==> src/rtl/s1b_8b_pkg.sv <==
// Shared constants and types for the serial-to-byte aligner family.
// Comma character and the number of consecutive commas needed to declare alignment.
package s1b_8b_pkg;

    localparam logic [7:0] COMMA     = 8'hBC;
    localparam logic [2:0] BC_NEEDED = 3'd4;

    typedef enum logic [1:0] {
        SEARCH = 2'd0,
        COUNT  = 2'd1,
        ACTIVE = 2'd2
    } state_t;

    function automatic logic is_comma(input logic [7:0] b);
        return (b == COMMA);
    endfunction

endpackage

==> src/rtl/s1b_8b.sv <==
// Serial (MSB first) to byte converter that aligns on 4 consecutive comma bytes.
// Latency: byte registered on the edge sampling its LSB, visible the following cycle.
// Backpressure: none; free-running stream, outputs held for one byte period (8 cycles).
module s1b_8b
    import s1b_8b_pkg::*;
(
    input  logic       clk_32f,
    input  logic       reset_L,
    input  logic       data_in,
    output logic [7:0] data_out,
    output logic       valid_out,
    output logic       active
);

    state_t      state, state_nxt;
    logic [7:0]  sr;
    logic [2:0]  bit_cnt, bit_cnt_nxt;
    logic [2:0]  bc_cnt, bc_cnt_nxt;
    logic [7:0]  data_nxt;
    logic        valid_nxt;
    logic        active_nxt;
    logic [7:0]  candidate;
    logic        boundary;
    logic        cand_comma;

    assign candidate  = {sr[6:0], data_in};
    assign boundary   = (bit_cnt == 3'd7);
    assign cand_comma = is_comma(candidate);

    always_ff @(posedge clk_32f) begin
        if (!reset_L) begin
            state     <= SEARCH;
            sr        <= 8'h00;
            bit_cnt   <= 3'd0;
            bc_cnt    <= 3'd0;
            data_out  <= 8'h00;
            valid_out <= 1'b0;
            active    <= 1'b0;
        end else begin
            state     <= state_nxt;
            sr        <= candidate;
            bit_cnt   <= bit_cnt_nxt;
            bc_cnt    <= bc_cnt_nxt;
            data_out  <= data_nxt;
            valid_out <= valid_nxt;
            active    <= active_nxt;
        end
    end

    always_comb begin
        state_nxt   = state;
        bit_cnt_nxt = 3'(bit_cnt + 3'd1);
        bc_cnt_nxt  = bc_cnt;
        data_nxt    = data_out;
        valid_nxt   = valid_out;
        active_nxt  = active;

        unique case (state)
            SEARCH: begin
                // Unaligned: a comma can start on any bit, so the bit counter is parked.
                bit_cnt_nxt = 3'd0;
                data_nxt    = 8'h00;
                valid_nxt   = 1'b0;
                active_nxt  = 1'b0;
                if (cand_comma) begin
                    state_nxt  = COUNT;
                    bc_cnt_nxt = 3'd1;
                end
            end
            COUNT: begin
                data_nxt   = 8'h00;
                valid_nxt  = 1'b0;
                active_nxt = 1'b0;
                if (boundary) begin
                    if (cand_comma) begin
                        if (bc_cnt < BC_NEEDED)
                            bc_cnt_nxt = 3'(bc_cnt + 3'd1);
                        if (3'(bc_cnt + 3'd1) >= BC_NEEDED) begin
                            state_nxt  = ACTIVE;
                            active_nxt = 1'b1;
                        end
                    end else begin
                        state_nxt  = SEARCH;
                        bc_cnt_nxt = 3'd0;
                    end
                end
            end
            ACTIVE: begin
                // Alignment is sticky; only reset leaves this state.
                active_nxt = 1'b1;
                if (boundary) begin
                    if (cand_comma) begin
                        valid_nxt = 1'b0;
                    end else begin
                        data_nxt  = candidate;
                        valid_nxt = 1'b1;
                    end
                end
            end
            default: begin
                state_nxt   = SEARCH;
                bit_cnt_nxt = 3'd0;
                bc_cnt_nxt  = 3'd0;
                data_nxt    = 8'h00;
                valid_nxt   = 1'b0;
                active_nxt  = 1'b0;
            end
        endcase
    end

endmodule

==> config.mk <==
export PLATFORM = sky130hd
export DESIGN_NAME = s1b_8b
export DESIGN_NICKNAME = d
export VERILOG_FILES = /design/src/rtl/s1b_8b_pkg.sv /design/src/rtl/s1b_8b.sv
export SDC_FILE = /design/constraint.sdc
export NUM_CORES = 1
export LEC_CHECK = 0
export BUFFER_PORTS_ARGS = -buffer_cell sky130_fd_sc_hd__buf_2
export CAP_MARGIN = 20
export CORE_MARGIN = 5
export CORE_UTILIZATION = 56
export CTS_BUF_LIST = sky130_fd_sc_hd__clkbuf_2
export CTS_CLUSTER_DIAMETER = 50
export DETAILED_ROUTE_END_ITERATION = 10
export HOLD_SLACK_MARGIN = 0.12
export PLACE_DENSITY = 0.79
export SKIP_CTS_REPAIR_TIMING = 1
export SLEW_MARGIN = 40
export SYNTH_ARGS = -nofsm -noshare
export SYNTH_HDL_FRONTEND = slang
export SYNTH_SLANG_ARGS = --single-unit
==> constraint.sdc <==
create_clock -name clk_32f -period 1.7 [get_ports clk_32f]
set_input_delay 0.34 -clock clk_32f [delete_from_list [all_inputs] [get_ports clk_32f]]
set_output_delay 0.34 -clock clk_32f [all_outputs]
set_load 0.02 [all_outputs]
==> impl_metrics.csv, run 1 <==
group,metric,value,unit
clock_network,clockRootBuffer,"clkbuf_2",
logic_synthesis,syn_inst,100,
logic_synthesis,synth_common_cells,"dfxtp_1, nand2_1, and2_1, ha_1, nor2_1",
logic_synthesis,netlist_area,0.001080,mm²
power_and_ir_drop,leakage,0.5753,nW
logic_synthesis,synth_enable_flop_cells,0,
worst_setup_path,worstPathRequired,1960,ps
run_status,outcome,"complete, no violations",
floorplan,pin_count,13,
placed_design,place_inst,137,
floorplan,core_region_area,0.001783,mm²
route,post_drt_wl_per_cell,13.11,µm
grt,grt-busiest-layer,"met2",
worst_setup_path,start_kind,"flip-flop",
worst_setup_path,critPathBufInv,1,
finish,fillers,151,
worst_setup_path,critPathMaxFanout,6,
finish,diodes,0,
clock_network,cts_sinks,25,
route,drtIter0Drc,12,
route,drt-vias-per-instance,5.298,
clock_network,cts.htree.levels,1,
worst_setup_path,rr_startpoint,"bit_cnt[0]",
power_and_ir_drop,pwr-share-comb,0.097,
power_and_ir_drop,max-vdd-ir-drop,467.5,µV
floorplan,die-area,0.002906,mm²
grt,grt_pass1_vias,714,
floorplan,initial_utilization,0.6056,
grt,antenna_found_initial,0,
finish,nets,127,
worst_setup_path,path_cells,"ha_1 -> ha_1 -> inv_1 -> a21oi_4 -> and2_2 -> a221oi_1",
timing,max_freq,0.6559,GHz
timing,worst_pin_slew,332.4,ps
route,num_vias,747,
logic_synthesis,synth-seq-cells,25,
finish,fin_cells,141,
route,wl,1848,µm
worst_setup_path,critical_path.top_delay_family,"adder cells",
worst_hold_path,hp-class,"in2reg",
clock_network,cts_buffers,3,
power_and_ir_drop,p_int,0.7028,mW
timing,layout_setup_ws,175.4,ps
logic_synthesis,yosysSeqAreaShare,0.4635,
timing,skew,1.035,ps
finish,final_core_util,0.6702,
worst_setup_path,arrival,1780,ps
timing,setup_violations,0,
placed_design,dp_hpwl,1439,µm
timing,max-slew-margin-rel,0.7775,
placed_design,postPlaceCellArea,0.001175,mm²
worst_setup_path,critPathSlowestCell,"dfxtp_1",
worst_setup_path,cp-startpoint,"bit_cnt[0]",
route,dr.pass1.iters,4,
grt,grt_max_degree,17,
finish,multi_input_area,553.0,µm²
logic_synthesis,synth_area_leaders,"dfxtp_1, ha_1, mux2i_1",
clock_network,insertion_delay,330,ps
route,drc_errors,0,
floorplan,fp.dieW,53.91,µm
timing,rsz0062_at_grt,"no",
floorplan,fp-row-count,15,
clock_network,clk_pin_slew,210,ps
logic_synthesis,syn_area_per_cell,10.80,µm²
grt,use_met3,0.03324,
logic_synthesis,synth_cell_types,28,
grt,grt_use_total,0.1477,
power_and_ir_drop,switching_share,0.2448,
timing,fin_crit,1525,ps
logic_synthesis,synth.most_common_cell,"dfxtp_1",
finish,regArea,500.5,µm²
floorplan,die_y,53.91,µm
grt,grt.met1_usage,0.1860,
placed_design,gp_congestion,0.8903,
finish,syn2layout_area_growth,10.66,%
placed_design,dp_slack,225.6,ps
worst_setup_path,crit_type,"reg2reg",
timing,period_share,0.8968,
timing,final-max-slew-violation-count,0,
grt,grt_overflow_total,0,
logic_synthesis,netlist.top_cell.by_area,"dfxtp_1",
grt,met2_usage,0.2399,
clock_network,cts_max_path_buffers,2,
worst_setup_path,cp_common_cell,"ha_1",
power_and_ir_drop,p_seq_frac,0.656,
logic_synthesis,async_reset_ff_frac,0,
finish,layout-drive-gt1-share,0.2414,
logic_synthesis,ys_warn_count,0,
run,max_cap_violations,0,
grt,grt_pass1_wl,3070,µm
power_and_ir_drop,clockPowerShare,0.247,
timing,hold_viol,0,
worst_setup_path,end_kind,"flip-flop",
worst_setup_path,critPathMaxStageDelay,360,ps
logic_synthesis,ys.flop_type,"dfxtp_1",
power_and_ir_drop,p_per_area,778.8,mW/mm²
logic_synthesis,syn_nets,110,
timing,tns,0,ps
power_and_ir_drop,netSwitchingPower,0.2278,mW
route,ant_nets,0,
worst_hold_path,hp-start,"data_in",
placed_design,port-buffer-count,12,
clock_network,tritoncts,"yes",
finish,stdcell_area,0.001195,mm²
logic_synthesis,synth_top_area_frac,0.4635,
power groups by stage:
stage	logic (mW)	registers, mW	clock network [mW]
6_report	0.0899	0.611	0.230
5_1_grt	0.0996	0.612	0.257
4_1_cts	0.0898	0.611	0.234
3_5_place_dp	0.0893	0.622	0
3_3_place_gp	0.0855	0.621	0
2_1_floorplan	0.0713	0.619	0
layout by cell type, fill, tap and decap left out, types with 2 or more instances in the layout:
master,netlist,routed
dfxtp_1,25,25
buf_2,0,12
nand2_1,11,11
nor2_1,7,7
and2_1,7,7
ha_1,7,7
inv_1,6,6
mux2i_1,6,6
a21oi_1,4,4
clkbuf_2,0,4
nand3_1,3,3
and3_1,3,3
o21ai_4,2,2
and2_2,2,2
a221oi_1,2,2
registers in the layout (all words and copies together) (netlist names):
name	cells
bit_cnt	3
valid_out	1
sr	7
active	1
bc_cnt	3
state	2
data_out	8
kinds of logic after synthesis:
family | Yosys count | share of synthesized area
XOR/XNOR | 1 | 0.008113
multiplexers | 6 | 0.05562
AO/OA/AOI/OAI | 15 | 0.1333
AND/OR/NAND/NOR | 39 | 0.2341
flip-flops | 25 | 0.4635
buffers and inverters | 7 | 0.02433
adder cells (fa/ha/maj) | 7 | 0.08111
layer usage:
layer	share of wire	routed length, µm
met1	0.49	898
met3	0.045	84
met5	0	0
met2	0.45	840
met4	0.013	24
path summary, 6_finish.rpt:
| path | endpoint | slack, ps | cells after the start |
|---|---|---|---|
| worst max-delay path | state[1] | 180 | 6 |
| worst min register to register | bit_cnt[0] | 450 | 1 |
| worst max register to register | state[1] | 180 | 6 |
| worst min-delay path | sr[0] | 230 | 2 |
per-stage QoR:
step           total power, mW  hold WS [ps]
3_3_place_gp            0.7069         406.6
5_1_grt                 0.9691         202.5
4_1_cts                 0.9347         226.5
2_1_floorplan           0.6905         397.3
3_5_place_dp            0.7117         430.1
6_report                0.9306         233.7
final cells by class:
cell class | count | share of cell area
clock buffer | 4 | 0.01675
inverter | 6 | 0.01885
multi-input combinational | 68 | 0.4628
sequential | 25 | 0.4188
tap | 25 | 0.02618
timing repair buffer | 13 | 0.05654
Note: power is estimated with default switching activity, not from simulation.
==> run 2: changes to the inputs <==
--- a/config.mk
+++ b/config.mk
@@ -9,7 +9,7 @@
 export CAP_MARGIN = 20
 export CORE_MARGIN = 5
 export CORE_UTILIZATION = 56
-export CTS_BUF_LIST = sky130_fd_sc_hd__clkbuf_2
+export CTS_BUF_LIST = sky130_fd_sc_hd__clkbuf_8
 export CTS_CLUSTER_DIAMETER = 50
 export DETAILED_ROUTE_END_ITERATION = 10
 export HOLD_SLACK_MARGIN = 0.12
==> run 2 against run 1 <==
  * Via count is 0.67% higher
  * Die area stayed put
  * Critical path depth stayed put
  * Non-clock buffer count stayed put
  * Fmax is 1.3% higher
  * Clock skew is 1.2 ps higher
  * Sequential power hardly changed
  * Final cell count stayed put
  * Global-route usage is 0.58 points higher
  * Wire length is 4.8% higher
  * Combinational power is 1% higher
  * First-iteration DRC count is 42% lower
  * Largest power group unchanged
  * Highest routed layer unchanged
==> impl_metrics.csv, run 2 (same netlist as run 1, synthesis figures left out) <==
group,metric,value,unit
floorplan,initial_utilization,0.6056,
finish,syn2layout_area_growth,12.98,%
finish,largest_reg_flops,8,
power_and_ir_drop,p_seq_frac,0.590,
floorplan,die-area,0.002906,mm²
clock_network,cts_sinks,25,
worst_setup_path,start_kind,"flip-flop",
worst_hold_path,hp-class,"in2reg",
clock_network,tritoncts,"yes",
timing,max-slew-margin-rel,0.7767,
grt,grt_max_degree,17,
clock_network,clockRootBuffer,"clkbuf_8",
route,post_drt_wl_per_cell,13.74,µm
timing,max_freq,0.6647,GHz
power_and_ir_drop,switching_share,0.2249,
worst_setup_path,critPathMaxFanout,6,
worst_setup_path,rr_startpoint,"bit_cnt[0]",
run,max_cap_violations,0,
route,wl,1937,µm
worst_setup_path,reg2regPathDepth,6,
power_and_ir_drop,leakage,0.5855,nW
timing,setup_violations,0,
grt,grt_pass1_wl,3201,µm
grt,grt_pass1_vias,723,
finish,reg_top3,"data_out (8), sr (7)",
finish,layout-drive-gt1-share,0.2328,
timing,skew,2.193,ps
finish,final_common_cell,"dfxtp_1",
finish,diodes,0,
power_and_ir_drop,netSwitchingPower,0.2320,mW
power_and_ir_drop,clockPowerShare,0.322,
worst_setup_path,worstPathRequired,1860,ps
placed_design,dp_hpwl,1439,µm
timing,fin_crit,1504,ps
timing,final-max-slew-violation-count,0,
grt,antenna_found_initial,0,
power_and_ir_drop,p_int,0.7996,mW
worst_setup_path,end_kind,"flip-flop",
placed_design,port-buffer-count,12,
timing,tns,0,ps
placed_design,gp_congestion,0.8903,
worst_setup_path,timing.rr.end,"state[1]",
worst_hold_path,hold_depth,2,
route,drtIter0Drc,7,
timing,hold_viol,0,
clock_network,cts.htree.levels,1,
route,dr.pass1.iters,4,
power_and_ir_drop,pwr-share-comb,0.088,
clock_network,cts_buffers,3,
finish,most-common-layout-cells,"dfxtp_1, buf_2, nand2_1",
floorplan,pin_count,13,
timing,worst_pin_slew,333.7,ps
route,drc_errors,0,
floorplan,die_y,53.91,µm
finish,nets,127,
power_and_ir_drop,power,1.032,mW
worst_setup_path,rrSetupSlack,200,ps
floorplan,fp-row-count,15,
timing,rsz0062_at_grt,"no",
clock_network,cts_max_path_buffers,2,
clock_network,insertion_delay,260,ps
worst_hold_path,worst_hold_path.endpoint,"sr[0]",
worst_setup_path,crit_type,"reg2reg",
floorplan,fp.dieW,53.91,µm
clock_network,clk_pin_slew,80,ps
route,ant_nets,0,
power_and_ir_drop,max-vdd-ir-drop,540.3,µV
timing,period_share,0.8850,
finish,final_core_util,0.6842,
route,drt-vias-per-instance,5.333,
floorplan,core_region_area,0.001783,mm²
worst_setup_path,arrival,1670,ps
timing,hold_slack,323.2,ps
worst_hold_path,hp-start,"data_in",
grt,grt_use_total,0.1535,
finish,largest_register,"data_out",
power_and_ir_drop,p_per_area,845.6,mW/mm²
route,num_vias,752,
run_status,outcome,"complete, no violations",
grt,grt_overflow_total,0,
## run 2: cell types whose count changed in the layout (fill, tap and decap cells not counted)
cell      change
clkbuf_2      -4
inv_1         +1
clkbuf_8      +3
## run 2: how the worst max path moves through the flow
stage,startpoint,end,depth (start not counted)
2_1_floorplan,bit_cnt[0],bc_cnt[1],6
3_3_place_gp,bit_cnt[0],state[1],6
3_5_place_dp,bit_cnt[0],state[1],6
4_1_cts,bit_cnt[0],state[1],6
5_1_grt,bit_cnt[0],bc_cnt[2],6
6_report,bit_cnt[0],state[1],6
## run 2: metrics by stage
step | cells | area [µm²] | setup slack [ps]
6_report | 141 | 1220 | 195.5
5_1_grt | 141 | 1220 | 89.27
4_1_cts | 141 | 1220 | 204.7
3_5_place_dp | 137 | 1175 | 225.6
3_3_place_gp | 137 | 1175 | 240.5
2_1_floorplan | 100 | 1080 | 223.9
## run 2: critical path: stages, from the launching register on
cell      delay, ps
dfxtp_1         320
ha_1            190
ha_1            190
inv_1           120
a21oi_4          90
and2_2          200
a221oi_1        290
## run 2: routing by layer
metal  up-vias  track usage  wire length, µm
met3         5      0.04155               80
li1        381            -                -
met1       353       0.1980              939
met4         0      0.05106               32
met2        13       0.2460              885
met5         -            0                0
## run 2: cell type report
| cell class | instances | area [µm²] |
|---|---|---|
| fillers | 147 | 563.0 |
| multi-input cells | 68 | 553.0 |
| flip-flops and latches | 25 | 500.5 |
| repair buffers | 13 | 67.56 |
| clock buffers | 3 | 41.29 |
| well taps | 25 | 31.28 |
| inverters | 6 | 22.52 |
| clock inverters | 1 | 3.754 |
## run 2: power by group through the flow
stage	Combinational (mW)	Clock (mW)	Sequential (mW)
finish	0.0912	0.332	0.608
global route	0.101	0.362	0.609
CTS	0.0914	0.337	0.608
detailed placement	0.0893	0	0.622
global placement	0.0855	0	0.621
floorplan	0.0713	0	0.619
